==> src/rtl/mem_bus_arbiter_pkg.sv <==
// Shared definitions for the memory bus arbiter: FSM encodings, reset level,
// default bus widths and the zero data word.
package mem_bus_arbiter_pkg;

  localparam int BusAddrW = 32;
  localparam int BusDataW = 32;

  localparam logic RstEnable = 1'b1;

  localparam logic [BusDataW-1:0] ZeroWord = '0;

  typedef enum logic [1:0] {
    ArbIdle  = 2'd0,
    ArbBusyI = 2'd1,
    ArbBusyD = 2'd2
  } arb_state_e;

endpackage

==> src/rtl/mem_bus_arbiter_bus_watchdog.sv <==
// Bus watchdog: counts cycles spent waiting for a slave acknowledge and flags
// the cycle in which the count would reach TIMEOUT.
module bus_watchdog
  import mem_bus_arbiter_pkg::*;
#(
  parameter int TIMEOUT = 255
) (
  input  logic clk,
  input  logic rst,
  input  logic clear,
  input  logic enable,
  output logic expired
);

  localparam int CNT_W = $clog2(TIMEOUT + 1);
  localparam logic [CNT_W-1:0] LastCount = CNT_W'(TIMEOUT - 1);

  logic [CNT_W-1:0] count_reg;
  logic [CNT_W-1:0] count_next;

  always_comb begin
    count_next = count_reg;
    if (clear) begin
      count_next = '0;
    end else if (enable) begin
      count_next = count_reg + CNT_W'(1);
    end
  end

  always_ff @(posedge clk) begin
    if (rst == RstEnable) begin
      count_reg <= '0;
    end else begin
      count_reg <= count_next;
    end
  end

  // The increment taken at this edge would reach TIMEOUT, so abort now.
  assign expired = enable && (count_reg == LastCount);

endmodule

==> src/rtl/mem_bus_arbiter.sv <==
// Shares one SRAM-style bus between instruction fetch and the mem-stage port.
// Data has fixed priority; one transaction at a time with a hang watchdog.
module mem_bus_arbiter
  import mem_bus_arbiter_pkg::*;
#(
  parameter int ADDR_W  = BusAddrW,
  parameter int DATA_W  = BusDataW,
  parameter int TIMEOUT = 255,
  localparam int SEL_W  = DATA_W / 8
) (
  input  logic              clk,
  input  logic              rst,

  input  logic              if_req_i,
  input  logic [ADDR_W-1:0] if_addr_i,
  output logic [DATA_W-1:0] if_rdata_o,
  output logic              if_ack_o,

  input  logic              mem_req_i,
  input  logic              mem_we_i,
  input  logic [SEL_W-1:0]  mem_sel_i,
  input  logic [ADDR_W-1:0] mem_addr_i,
  input  logic [DATA_W-1:0] mem_wdata_i,
  output logic [DATA_W-1:0] mem_rdata_o,
  output logic              mem_ack_o,

  output logic              bus_req_o,
  output logic              bus_we_o,
  output logic [SEL_W-1:0]  bus_sel_o,
  output logic [ADDR_W-1:0] bus_addr_o,
  output logic [DATA_W-1:0] bus_wdata_o,
  input  logic [DATA_W-1:0] bus_rdata_i,
  input  logic              bus_ack_i,
  output logic              bus_err_o,

  output logic              stall_if_o,
  output logic              stall_mem_o
);

  arb_state_e state_reg, state_next;

  logic              bus_req_reg,   bus_req_next;
  logic              bus_we_reg,    bus_we_next;
  logic [SEL_W-1:0]  bus_sel_reg,   bus_sel_next;
  logic [ADDR_W-1:0] bus_addr_reg,  bus_addr_next;
  logic [DATA_W-1:0] bus_wdata_reg, bus_wdata_next;
  logic [DATA_W-1:0] if_rdata_reg,  if_rdata_next;
  logic [DATA_W-1:0] mem_rdata_reg, mem_rdata_next;
  logic              if_ack_reg,    if_ack_next;
  logic              mem_ack_reg,   mem_ack_next;
  logic              bus_err_reg,   bus_err_next;

  logic              busy;
  logic              wd_clear;
  logic              wd_enable;
  logic              wd_expired;
  logic [DATA_W-1:0] done_rdata;

  assign busy      = (state_reg != ArbIdle);
  assign wd_clear  = ~busy;
  assign wd_enable = busy & ~bus_ack_i;

  bus_watchdog #(
    .TIMEOUT (TIMEOUT)
  ) u_watchdog (
    .clk     (clk),
    .rst     (rst),
    .clear   (wd_clear),
    .enable  (wd_enable),
    .expired (wd_expired)
  );

  always_comb begin
    state_next     = state_reg;
    bus_req_next   = bus_req_reg;
    bus_we_next    = bus_we_reg;
    bus_sel_next   = bus_sel_reg;
    bus_addr_next  = bus_addr_reg;
    bus_wdata_next = bus_wdata_reg;
    if_rdata_next  = if_rdata_reg;
    mem_rdata_next = mem_rdata_reg;
    if_ack_next    = 1'b0;
    mem_ack_next   = 1'b0;
    bus_err_next   = 1'b0;
    // A real slave ack beats a coincident watchdog expiry.
    done_rdata     = bus_ack_i ? bus_rdata_i : DATA_W'(ZeroWord);

    case (state_reg)
      ArbIdle: begin
        if (mem_req_i) begin
          state_next     = ArbBusyD;
          bus_req_next   = 1'b1;
          bus_we_next    = mem_we_i;
          bus_sel_next   = mem_sel_i;
          bus_addr_next  = mem_addr_i;
          bus_wdata_next = mem_wdata_i;
        end else if (if_req_i) begin
          state_next    = ArbBusyI;
          bus_req_next  = 1'b1;
          bus_we_next   = 1'b0;
          bus_sel_next  = {SEL_W{1'b1}};
          bus_addr_next = if_addr_i;
        end
      end

      ArbBusyI, ArbBusyD: begin
        if (bus_ack_i || wd_expired) begin
          state_next   = ArbIdle;
          bus_req_next = 1'b0;
          bus_err_next = ~bus_ack_i;
          if (state_reg == ArbBusyI) begin
            if_ack_next   = 1'b1;
            if_rdata_next = done_rdata;
          end else begin
            mem_ack_next = 1'b1;
            // Stores leave the load data register untouched.
            if (!bus_we_reg) begin
              mem_rdata_next = done_rdata;
            end
          end
        end
      end

      default: begin
        state_next   = ArbIdle;
        bus_req_next = 1'b0;
      end
    endcase
  end

  always_ff @(posedge clk) begin
    if (rst == RstEnable) begin
      state_reg     <= ArbIdle;
      bus_req_reg   <= 1'b0;
      bus_we_reg    <= 1'b0;
      bus_sel_reg   <= '0;
      bus_addr_reg  <= '0;
      bus_wdata_reg <= '0;
      if_rdata_reg  <= DATA_W'(ZeroWord);
      mem_rdata_reg <= DATA_W'(ZeroWord);
      if_ack_reg    <= 1'b0;
      mem_ack_reg   <= 1'b0;
      bus_err_reg   <= 1'b0;
    end else begin
      state_reg     <= state_next;
      bus_req_reg   <= bus_req_next;
      bus_we_reg    <= bus_we_next;
      bus_sel_reg   <= bus_sel_next;
      bus_addr_reg  <= bus_addr_next;
      bus_wdata_reg <= bus_wdata_next;
      if_rdata_reg  <= if_rdata_next;
      mem_rdata_reg <= mem_rdata_next;
      if_ack_reg    <= if_ack_next;
      mem_ack_reg   <= mem_ack_next;
      bus_err_reg   <= bus_err_next;
    end
  end

  assign bus_req_o   = bus_req_reg;
  assign bus_we_o    = bus_we_reg;
  assign bus_sel_o   = bus_sel_reg;
  assign bus_addr_o  = bus_addr_reg;
  assign bus_wdata_o = bus_wdata_reg;
  assign bus_err_o   = bus_err_reg;
  assign if_rdata_o  = if_rdata_reg;
  assign if_ack_o    = if_ack_reg;
  assign mem_rdata_o = mem_rdata_reg;
  assign mem_ack_o   = mem_ack_reg;

  assign stall_if_o  = if_req_i & ~if_ack_reg;
  assign stall_mem_o = mem_req_i & ~mem_ack_reg;

endmodule

==> config.mk <==
export PLATFORM = sky130hd
export DESIGN_NAME = mem_bus_arbiter
export DESIGN_NICKNAME = d
export VERILOG_FILES = /design/src/rtl/mem_bus_arbiter_pkg.sv /design/src/rtl/mem_bus_arbiter_bus_watchdog.sv /design/src/rtl/mem_bus_arbiter.sv
export SDC_FILE = /design/constraint.sdc
export NUM_CORES = 1
export LEC_CHECK = 0
export ABC_AREA = 1
export BUFFER_PORTS_ARGS = -buffer_cell sky130_fd_sc_hd__buf_2
export CAP_MARGIN = 25
export CORE_MARGIN = 10
export CORE_UTILIZATION = 42
export DETAILED_ROUTE_END_ITERATION = 10
export GPL_TIMING_DRIVEN = 0
export PLACE_DENSITY = 0.76
export SLEW_MARGIN = 25
export SYNTH_ARGS = -nofsm -noshare
export SYNTH_HDL_FRONTEND = slang
export SYNTH_SLANG_ARGS = --single-unit
export TNS_END_PERCENT = 1
==> constraint.sdc <==
create_clock -name clk -period 1.6 [get_ports clk]
set_clock_uncertainty 0.15 [all_clocks]
set_input_delay 0.16 -clock clk [delete_from_list [all_inputs] [get_ports clk]]
set_output_delay 0.16 -clock clk [all_outputs]
set_load 0.01 [all_outputs]
==> metrics, run 1 <==
slowest stage cell, crit path=dfxtp_2; height of the die=~140 um; standard-cell rows=43; CTS tree=built; Remaining Overflow, GRT=0; via count=roughly 7600; R2R Path End=bus_wdata_o[5]$_SDFFE_PP0P_; share of the synthesized area in the top cell type=between 40% and 50%; CP Class=flip-flop to flip-flop; Final min period=approximately 1.7 ns; HP Start=bus_ack_i; Inst Count DP=1293; Worst path max stage delay=roughly 0.35 ns; RSZ-0062 raised after global routing=yes; share of cells above drive strength 1=30.15%; Final Hold Viols=0; hold crit path type=input pin to flip-flop; Worst path most repeated cell=nor2_1; GP Congestion=between 0.8 and 0.9; CP Data Arrival Time=around 1.9 ns; gr usage total=25.80%; Slew Limit Fails=0; Max Root-Sink Buffers=2; initial DRC count=between 500 and 600; first-pass GRT wire length=slightly above 40000 um; vias in the first global route=~7700; H-tree depth=4; Num CTS Buffers=17; crit path capture type=flip-flop; Sinks on Clock Net=approximately 150; worst skew pair latency=between 0.4 and 0.5 ns; pwr/cell area=about 1100 nW/um2; yosys warns=0; wirelength, routed=26730 um; Routed WL per cell=around 18 um; setup ws final=-0.1372 ns; Avg Vias per Cell=5.173; Hold EP=u_watchdog.count_reg[1]$_SDFFE_PP0P_; Worst Hold Depth=3; Synth area leaders=dfxtp_1, nand2_1, nor2_1; LEAKAGE=4.864 nW; Tcrit/Tclk final=108.6%; Port Buffers=around 270; Synth Register Bits=around 150; final antenna-violating net count=0; r2r setup slk=-0.14 ns; dominant cell type by area after synthesis=dfxtp_1; Data required, critical path=1.75 ns; Rel. slew slack=just under 60%; clk root buf=clkbuf_16; DRC Markers=0; DR pass1 iterations=5; Die ar.=approximately 19000 um2; worst-margin pin slew=~0.61 ns; CP startpoint kind=flip-flop; max-capacitance violation count=0; Mapped Nets=just under 1000; largest net degree at the start of global routing=17; core box area=about 14000 um2; die width=approximately 140 um; RR Startpoint=state_reg[0]$_SDFFE_PP0P_; synthesized instance count=839; failing checks=setup timing; NumNets Final=roughly 1400; Layout area overhead=63.38%; non-filler cells, final=approximately 1500; Critical Path, Cell by Cell=inv_2 -> ha_4 -> nand2_2 -> clkinv_2 -> buf_2 -> nor2_1 -> nor2_1; Syn Area/Cell=7.143 um2; Post-Synthesis Cell Area=approximately 6000 um2; Final HPWL DP=approximately 16000 um; Max Fanout on Critical Path=10; I/O pins=between 200 and 300; initial antenna violation count=5; final core utilization=between 70% and 80%; synth unique cells=23; initial core utilization=43.01%; fmax=roughly 580 MHz; filler instances=approximately 1100; Clock Pin Slew Worst Setup and Hold Paths=roughly 0.070 ns; Setup Viol. Count Final=77; Register-to-Register Path Depth=7; post-synthesis sequential area ratio=about 49%; peak supply drop=0.8916 mV; status=complete, but fails checks
-- worst max-delay path, delay by kind of cell (launching register included) --
kind,cells,cell delay (ns)
adder cells (fa/ha/maj),1,0.18
AND/OR/NAND/NOR,3,0.51
buffers and inverters,3,0.44
flip-flops,1,0.35
-- cells in the mapped netlist --
library cell / number
buf_4: 2
inv_1: 82
a21oi_1: 42
buf_6: 3
nor2_1: 122
nor3_1: 1
nand4_1: 19
clkinv_1: 3
ha_1: 4
buf_2: 17
o21ai_1: 1
nand3_2: 2
nand2_2: 6
and3_1: 1
nand3_1: 22
clkbuf_1: 35
nand2_1: 219
o221a_2: 4
o21ai_0: 71
dfxtp_1: 147
a31oi_1: 32
buf_1: 1
nor2_2: 3
-- kinds of logic (layout without fill, tap and decap cells) --
group / count (synthesis) / after routing / share of synthesized area (%)
adders and majority gates: 4 / 4 / 0.8351
and+or+nand+nor: 395 / 395 / 26.64
AOI/OAI and AO/OA: 150 / 150 / 13.61
DFF: 147 / 147 / 49.10
other: 0 / 5 / 0
buffers and inverters: 143 / 591 / 9.812
-- how the worst max path moves through the flow --
stage / from / endpoint / cells past startpoint
after floorplan: state_reg[0]$_SDFFE_PP0P_ / mem_rdata_o[12]$_SDFFE_PP0P_ / 10
after global placement: state_reg[0]$_SDFFE_PP0P_ / bus_wdata_o[6]$_SDFFE_PP0P_ / 7
after detailed placement: state_reg[0]$_SDFFE_PP0P_ / bus_wdata_o[1]$_SDFFE_PP0P_ / 7
after CTS: state_reg[0]$_SDFFE_PP0P_ / mem_rdata_o[9]$_SDFFE_PP0P_ / 10
after global routing: state_reg[0]$_SDFFE_PP0P_ / bus_wdata_o[5]$_SDFFE_PP0P_ / 7
final: state_reg[0]$_SDFFE_PP0P_ / bus_wdata_o[5]$_SDFFE_PP0P_ / 7
-- power breakdown --
group,internal (mW),switching [mW]
registers,4.01,0.195
clock network,2.49,1.61
logic,1.04,1.38
total,7.53,3.19
-- area by class of cell --
type | count | area, um2 | share of cell area, %
clock inverter | 12 | 157.7 | 1.610
inverter | 85 | 325.3 | 3.322
buffer | 58 | 347.8 | 3.552
sequential | 147 | 2948 | 30.10
tap | 180 | 225.2 | 2.300
multi-input combinational | 549 | 2535 | 25.89
antenna | 5 | 12.51 | 0.1278
timing repair buffer | 417 | 2798 | 28.57
clock buffer | 19 | 442.9 | 4.523
-- per-stage QoR --
step	total power, mW	instance area, um2	setup TNS [ns]	hold slack (ns)	setup slack [ns]
final	10.72	9792	-2.272	0.01812	-0.1372
after global routing	11.11	9792	-14.97	0.05060	-0.1995
after CTS	10.56	9756	-1.345	0.009641	-0.07111
after detailed placement	6.146	7600	-27.69	0.2670	-0.3403
after global placement	6.118	7600	-24.79	0.2582	-0.3063
after floorplan	5.308	6003	-0.2907	0.1590	-0.02907
-- timing repair --
action / 4_1_cts / 5_1_grt
hold buffers: 136 / 0
pin swaps: 13 / 2
buffers inserted: 7 / 0
hold endpoints to repair: 132 / 0
endpoints found under the setup margin: 138 / 140
resized for setup: 49 / 33
-- layout by cell type (no fill, tap or decap), drive strengths merged, types with 24 or more instances in the layout --
cell type	count
nand3	24
buf	307
clkbuf	51
nand2	225
o21ai	72
a21oi	42
dfxtp	147
nor2	125
dlygate4sd3	136
inv	83
a31oi	32
-- routing by layer --
layer / track usage [%] / vias to the layer above / routed length (um)
met1: 27.72 / 3460 / 9654
met4: 12.69 / 0 / 1246
met3: 9.425 / 114 / 3045
li1: - / 3551 / -
met5: 1.309 / - / 0
met2: 43.68 / 490 / 12780
Power figures use the tool's default switching activity.
==> inputs of run 2 (changes only) <==
- ABC_AREA: 1 -> unset
- SYNTH_HIERARCHICAL: unset -> 1
==> metrics, run 2 <==
status=complete, but fails checks; failing checks=setup timing; Avg Vias per Cell=~5.2; r2r setup slk=-0.32 ns; Synth async-reset ratio=0%; Final min period=just under 2 ns; clk root buf=clkbuf_16; RR Startpoint=state_reg[0]$_SDFFE_PP0P_; yosys warns=6; Die ar.=between 15000 and 20000 um2; DR pass1 iterations=6; Synth Register Bits=around 150; Layout area overhead=67.10%; EDFF count, synth=0; NumNets Final=1217; height of the die=~140 um; largest net degree at the start of global routing=17; standard-cell rows=42; I/O pins=about 280; via count=approximately 6600; Port Buffers=between 200 and 300; R2R Path End=mem_rdata_o[13]$_SDFFE_PP0P_; share of cells above drive strength 1=40.06%; Worst Hold Depth=3; Post-Synthesis Cell Area=approximately 5800 um2; commonest non-fill, non-tap cell in the layout=buf_2; hold crit path type=input pin to flip-flop; LEAKAGE=4.364 nW; peak supply drop=about 0.76 mV; final antenna-violating net count=0; Setup Viol. Count Final=85; Tcrit/Tclk final=120.0%; DP Area=roughly 7500 um2; initial antenna violation count=4; Data required, critical path=~1.8 ns; initial DRC count=roughly 350; Final HPWL DP=around 15000 um; CP Data Arrival Time=between 2 and 2.5 ns; RSZ-0062 raised after global routing=yes; Worst path most repeated cell=nor2_4; pwr/cell area=1032 nW/um2; leading cell types in the layout, fill and taps excluded=buf_2, dfxtp_1, dlygate4sd3_1; Num CTS Buffers=17; wirelength, routed=between 20000 and 25000 um; GP Congestion=about 0.85; core box area=~13000 um2; H-tree depth=4; vias in the first global route=6837; design area=slightly below 10000 um2; CP Class=flip-flop to flip-flop; die width=about 140 um; CTS tree=built; Register-to-Register Path Depth=9; CP startpoint=state_reg[0]$_SDFFE_PP0P_; worst-margin pin slew=around 0.76 ns; Routed WL per cell=about 19 um; crit path capture type=flip-flop; worst skew pair latency=approximately 0.4 ns; Synth top cells by count=dfxtp_1, nor2_1, a21oi_1; synthesized instance count=roughly 640; CP endpoint=mem_rdata_o[13]$_SDFFE_PP0P_; Remaining Overflow, GRT=0; DRC Markers=0; Critical Path, Cell by Cell=inv_2 -> ha_4 -> nor2_4 -> nand4_4 -> nor2_4 -> o21ba_4 -> buf_6 -> nand4_1 -> a21oi_2; Mapped Nets=between 700 and 800; share of the synthesized area in the top cell type=about half; Slew Limit Fails=0; total power draw=between 10 and 15 mW; CP startpoint kind=flip-flop; first-pass GRT wire length=~35000 um; Max Root-Sink Buffers=2; Synth area leaders=dfxtp_1, a21oi_1, mux2i_1; Sinks on Clock Net=between 100 and 150; initial core utilization=43.42%; Clock Pin Slew Worst Setup and Hold Paths=about 0.060 ns; post-synthesis sequential area ratio=50.58%; Final Hold Viols=0; fmax=between 500 and 600 MHz; final core utilization=about 73%; dominant cell type by area after synthesis=dfxtp_1; max-capacitance violation count=0; setup ws final=-0.3207 ns; Syn Area/Cell=between 9 and 10 um2; synth unique cells=37; Max Fanout on Critical Path=8; Hold WS=0.004964 ns; ys flop type=dfxtp_1; most frequent cell after synthesis=dfxtp_1; slowest stage cell, crit path=dfxtp_2; gr usage total=23.50%; Rel. slew slack=around half; Worst path max stage delay=approximately 0.34 ns
-- run 2: cell count changes after synthesis, moves of 34 or more --
cell	change
o21ai_0	-34
nand2_1	-149
nor2_1	-41
inv_1	-79
-- run 2: worst min path at each step --
stage                     from                      endpoint  slack [ns]
2_1_floorplan   mem_wdata_i[0]   bus_wdata_o[0]$_SDFFE_PP0P_        0.15
3_3_place_gp   mem_wdata_i[22]  bus_wdata_o[22]$_SDFFE_PP0P_        0.25
3_5_place_dp   mem_wdata_i[22]  bus_wdata_o[22]$_SDFFE_PP0P_        0.26
4_1_cts          if_addr_i[25]   bus_addr_o[25]$_SDFFE_PP0P_       0.008
5_1_grt          if_addr_i[25]   bus_addr_o[25]$_SDFFE_PP0P_      0.0001
6_report         if_addr_i[25]   bus_addr_o[25]$_SDFFE_PP0P_       0.005
-- run 2: worst max-delay path, delay by kind of cell (launching register included) --
family	cells	cell delay, ns
and+or+nand+nor	4	0.54
DFF	1	0.34
AOI/OAI and AO/OA	2	0.45
buffers and inverters	2	0.19
adders and majority gates	1	0.16
-- run 2: metrics by stage --
step                      instances  setup TNS [ns]  setup WS (ns)
after floorplan                 641          -12.61        -0.2255
after global placement         1093          -40.58        -0.6205
after detailed placement       1093          -44.06        -0.6430
after CTS                      1261          -18.34        -0.3562
after global routing           1266          -26.26        -0.3982
final                          1266          -16.84        -0.3207
-- run 2: logic make-up after synthesis --
family	count (synthesis)	synth area share (%)
flops	147	50.58
buf+inv	62	5.978
fa+ha+maj	6	1.290
simple gates	212	16.65
xor+xnor	4	0.6023
compound gates	178	19.40
mux	32	5.505
-- run 2: area by class of cell --
cell class | count | area [um2]
clock inverters | 13 | 87.58
well taps | 176 | 220.2
plain buffers | 58 | 465.4
inverters | 3 | 11.26
multi-input cells | 432 | 2799
fillers | 913 | 3679
repair buffers | 414 | 2738
flip-flops and latches | 147 | 2948
diodes | 4 | 10.01
clock buffers | 19 | 442.9
-- run 2: timing repair --
action                                  4_1_cts  5_1_grt
endpoints found under the setup margin      134      142
pin swaps                                    12        8
hold buffers                                125        0
buffers inserted                              8        2
gates cloned                                  3        0
resized for setup                            66       52
endpoints found under the hold margin       129        0
-- run 2: per-layer routing --
metal	part of all wire [%]	global-route usage (%)	vias to the layer above
met4	2.6	10.02	0
met1	38	25.72	3121
met2	50	40.31	336
li1	-	-	3132
met3	10	8.339	50
met5	0	0	-
-- run 2: where the power goes --
| part | leakage (nW) | internal, mW | total [mW] | switching (mW) |
|---|---|---|---|---|
| logic | 2.91 | 1.11 | 2.38 | 1.27 |
| clock network | 0.252 | 2.01 | 3.57 | 1.55 |
| registers | 1.20 | 3.94 | 4.08 | 0.146 |
==> inputs of run 3 (changes only) <==
- RECOVER_POWER: unset -> 50
==> metrics, run 3 (synthesized netlist as in run 2, its figures left out) <==
LEAKAGE=between 4 and 5 nW; initial antenna violation count=4; CP bufs+invs=2; worst skew pair latency=about 0.41 ns; pwr/cell area=1040 nW/um2; total power draw=between 10 and 15 mW; I/O pins=~280; Clock Pin Slew Worst Setup and Hold Paths=about 0.06 ns; Worst path max stage delay=approximately 0.34 ns; Avg Vias per Cell=about 5.3; CP Class=flip-flop to flip-flop; core box area=roughly 13000 um2; CP Data Arrival Time=~2.1 ns; fmax=520.6 MHz; initial core utilization=about 43%; via count=6651; wirelength, routed=roughly 24000 um; Slew Limit Fails=0; Final Hold Viols=0; Max Fanout on Critical Path=8; Largest delay share family, worst path=simple AND/OR/NAND/NOR gates; H-tree depth=4; Routed WL per cell=18.78 um; failing checks=setup timing; die width=around 140 um; Sinks on Clock Net=between 100 and 150; DP Worst Slack=-0.6430 ns; Layout area overhead=65.23%; first-pass GRT wire length=between 30000 and 40000 um; filler instances=between 900 and 1000; Port Buffers=around 280; peak supply drop=0.7601 mV; share of cells above drive strength 1=approximately 32%; Max Root-Sink Buffers=2; clk root buf=clkbuf_16; worst-margin pin slew=around 0.72 ns; Die ar.=around 19000 um2; NumNets Final=~1200; commonest non-fill, non-tap cell in the layout=buf_2; gr usage total=about a quarter; Num CTS Buffers=17; Remaining Overflow, GRT=0; standard-cell rows=42; DP Area=between 7000 and 8000 um2; Critical Path, Cell by Cell=inv_2 -> ha_4 -> nor2_4 -> nand4_4 -> nor2_4 -> o21ba_4 -> buf_6 -> nand4_1 -> a21oi_2; Data required, critical path=around 1.8 ns; hold crit path type=input pin to flip-flop; largest net degree at the start of global routing=17; Hold WS=0.004508 ns; Worst path most repeated cell=nor2_4; DRC Markers=0; RSZ-0062 raised after global routing=yes; CTS tree=built; max-capacitance violation count=0; design area=between 9000 and 10000 um2; setup ws final=-0.3208 ns; setup_tns=-17.14 ns; Final HPWL DP=15290 um; GP Congestion=0.8535; leading cell types in the layout, fill and taps excluded=buf_2, dfxtp_1, dlygate4sd3_1; Final min period=1.921 ns; Setup Viol. Count Final=86; final antenna-violating net count=0; status=complete, but fails checks; crit path capture type=flip-flop; Tcrit/Tclk final=120.0%; initial DRC count=~380; DR pass1 iterations=6; CP startpoint kind=flip-flop; slowest stage cell, crit path=dfxtp_2; vias in the first global route=roughly 7000; Rel. slew slack=52.08%; height of the die=137.7 um
run 3: report_power, final:
| group | switching [mW] | internal [mW] |
|---|---|---|
| clock network | 1.56 | 2.01 |
| registers | 0.151 | 3.94 |
| logic | 1.27 | 1.07 |
| total | 2.98 | 7.02 |
run 3: worst register-to-register path: cells and delay by family (launching register included):
family	cells	cell delay [ns]
AND/OR/NAND/NOR	4	0.54
flip-flops	1	0.34
buffers and inverters	2	0.19
AO/OA/AOI/OAI	2	0.45
adder cells (fa/ha/maj)	1	0.16
run 3: final cells by class:
type	instances	area (um2)	share of cell area, %
Clock inverter	13	87.58	0.9111
Buffer	58	465.4	4.842
Tap cell	176	220.2	2.291
Antenna cell	4	10.01	0.1041
Inverter	3	11.26	0.1171
Sequential cell	147	2948	30.67
Timing Repair Buffer	414	2629	27.35
Multi-Input combinational cell	432	2799	29.12
Clock buffer	19	442.9	4.608
run 3: metrics by stage:
step / std cells / util, %
global placement: 1093 / 55.75
detailed placement: 1093 / 55.75
global route: 1266 / 71.74
CTS: 1261 / 71.41
floorplan: 641 / -
finish: 1266 / 71.74
run 3: repair_timing:
item | CTS | global route
resized for setup | 66 | 52
hold buffers | 125 | 0
cloned | 3 | 0
setup buffers | 8 | 2
setup endpoints to repair | 134 | 142
pin swaps | 12 | 8
hold endpoints to repair | 129 | 0
run 3: per-layer routing:
metal	wire length, um	track usage [%]	vias up
met5	0	0	-
met4	650	10.02	0
li1	-	-	3137
met2	11700	40.31	332
met1	8941	25.72	3126
met3	2479	8.339	56
run 3: path summary, 6_finish.rpt:
path | from | end | slack [ns] | cells past startpoint
setup / recovery | state_reg[0]$_SDFFE_PP0P_ | mem_rdata_o[13]$_SDFFE_PP0P_ | -0.32 | 9
hold / removal | if_addr_i[25] | bus_addr_o[25]$_SDFFE_PP0P_ | 0.005 | 3
setup reg to reg | state_reg[0]$_SDFFE_PP0P_ | mem_rdata_o[13]$_SDFFE_PP0P_ | -0.32 | 9
hold reg to reg | bus_wdata_o[1]$_SDFFE_PP0P_ | bus_wdata_o[1]$_SDFFE_PP0P_ | 0.30 | 2
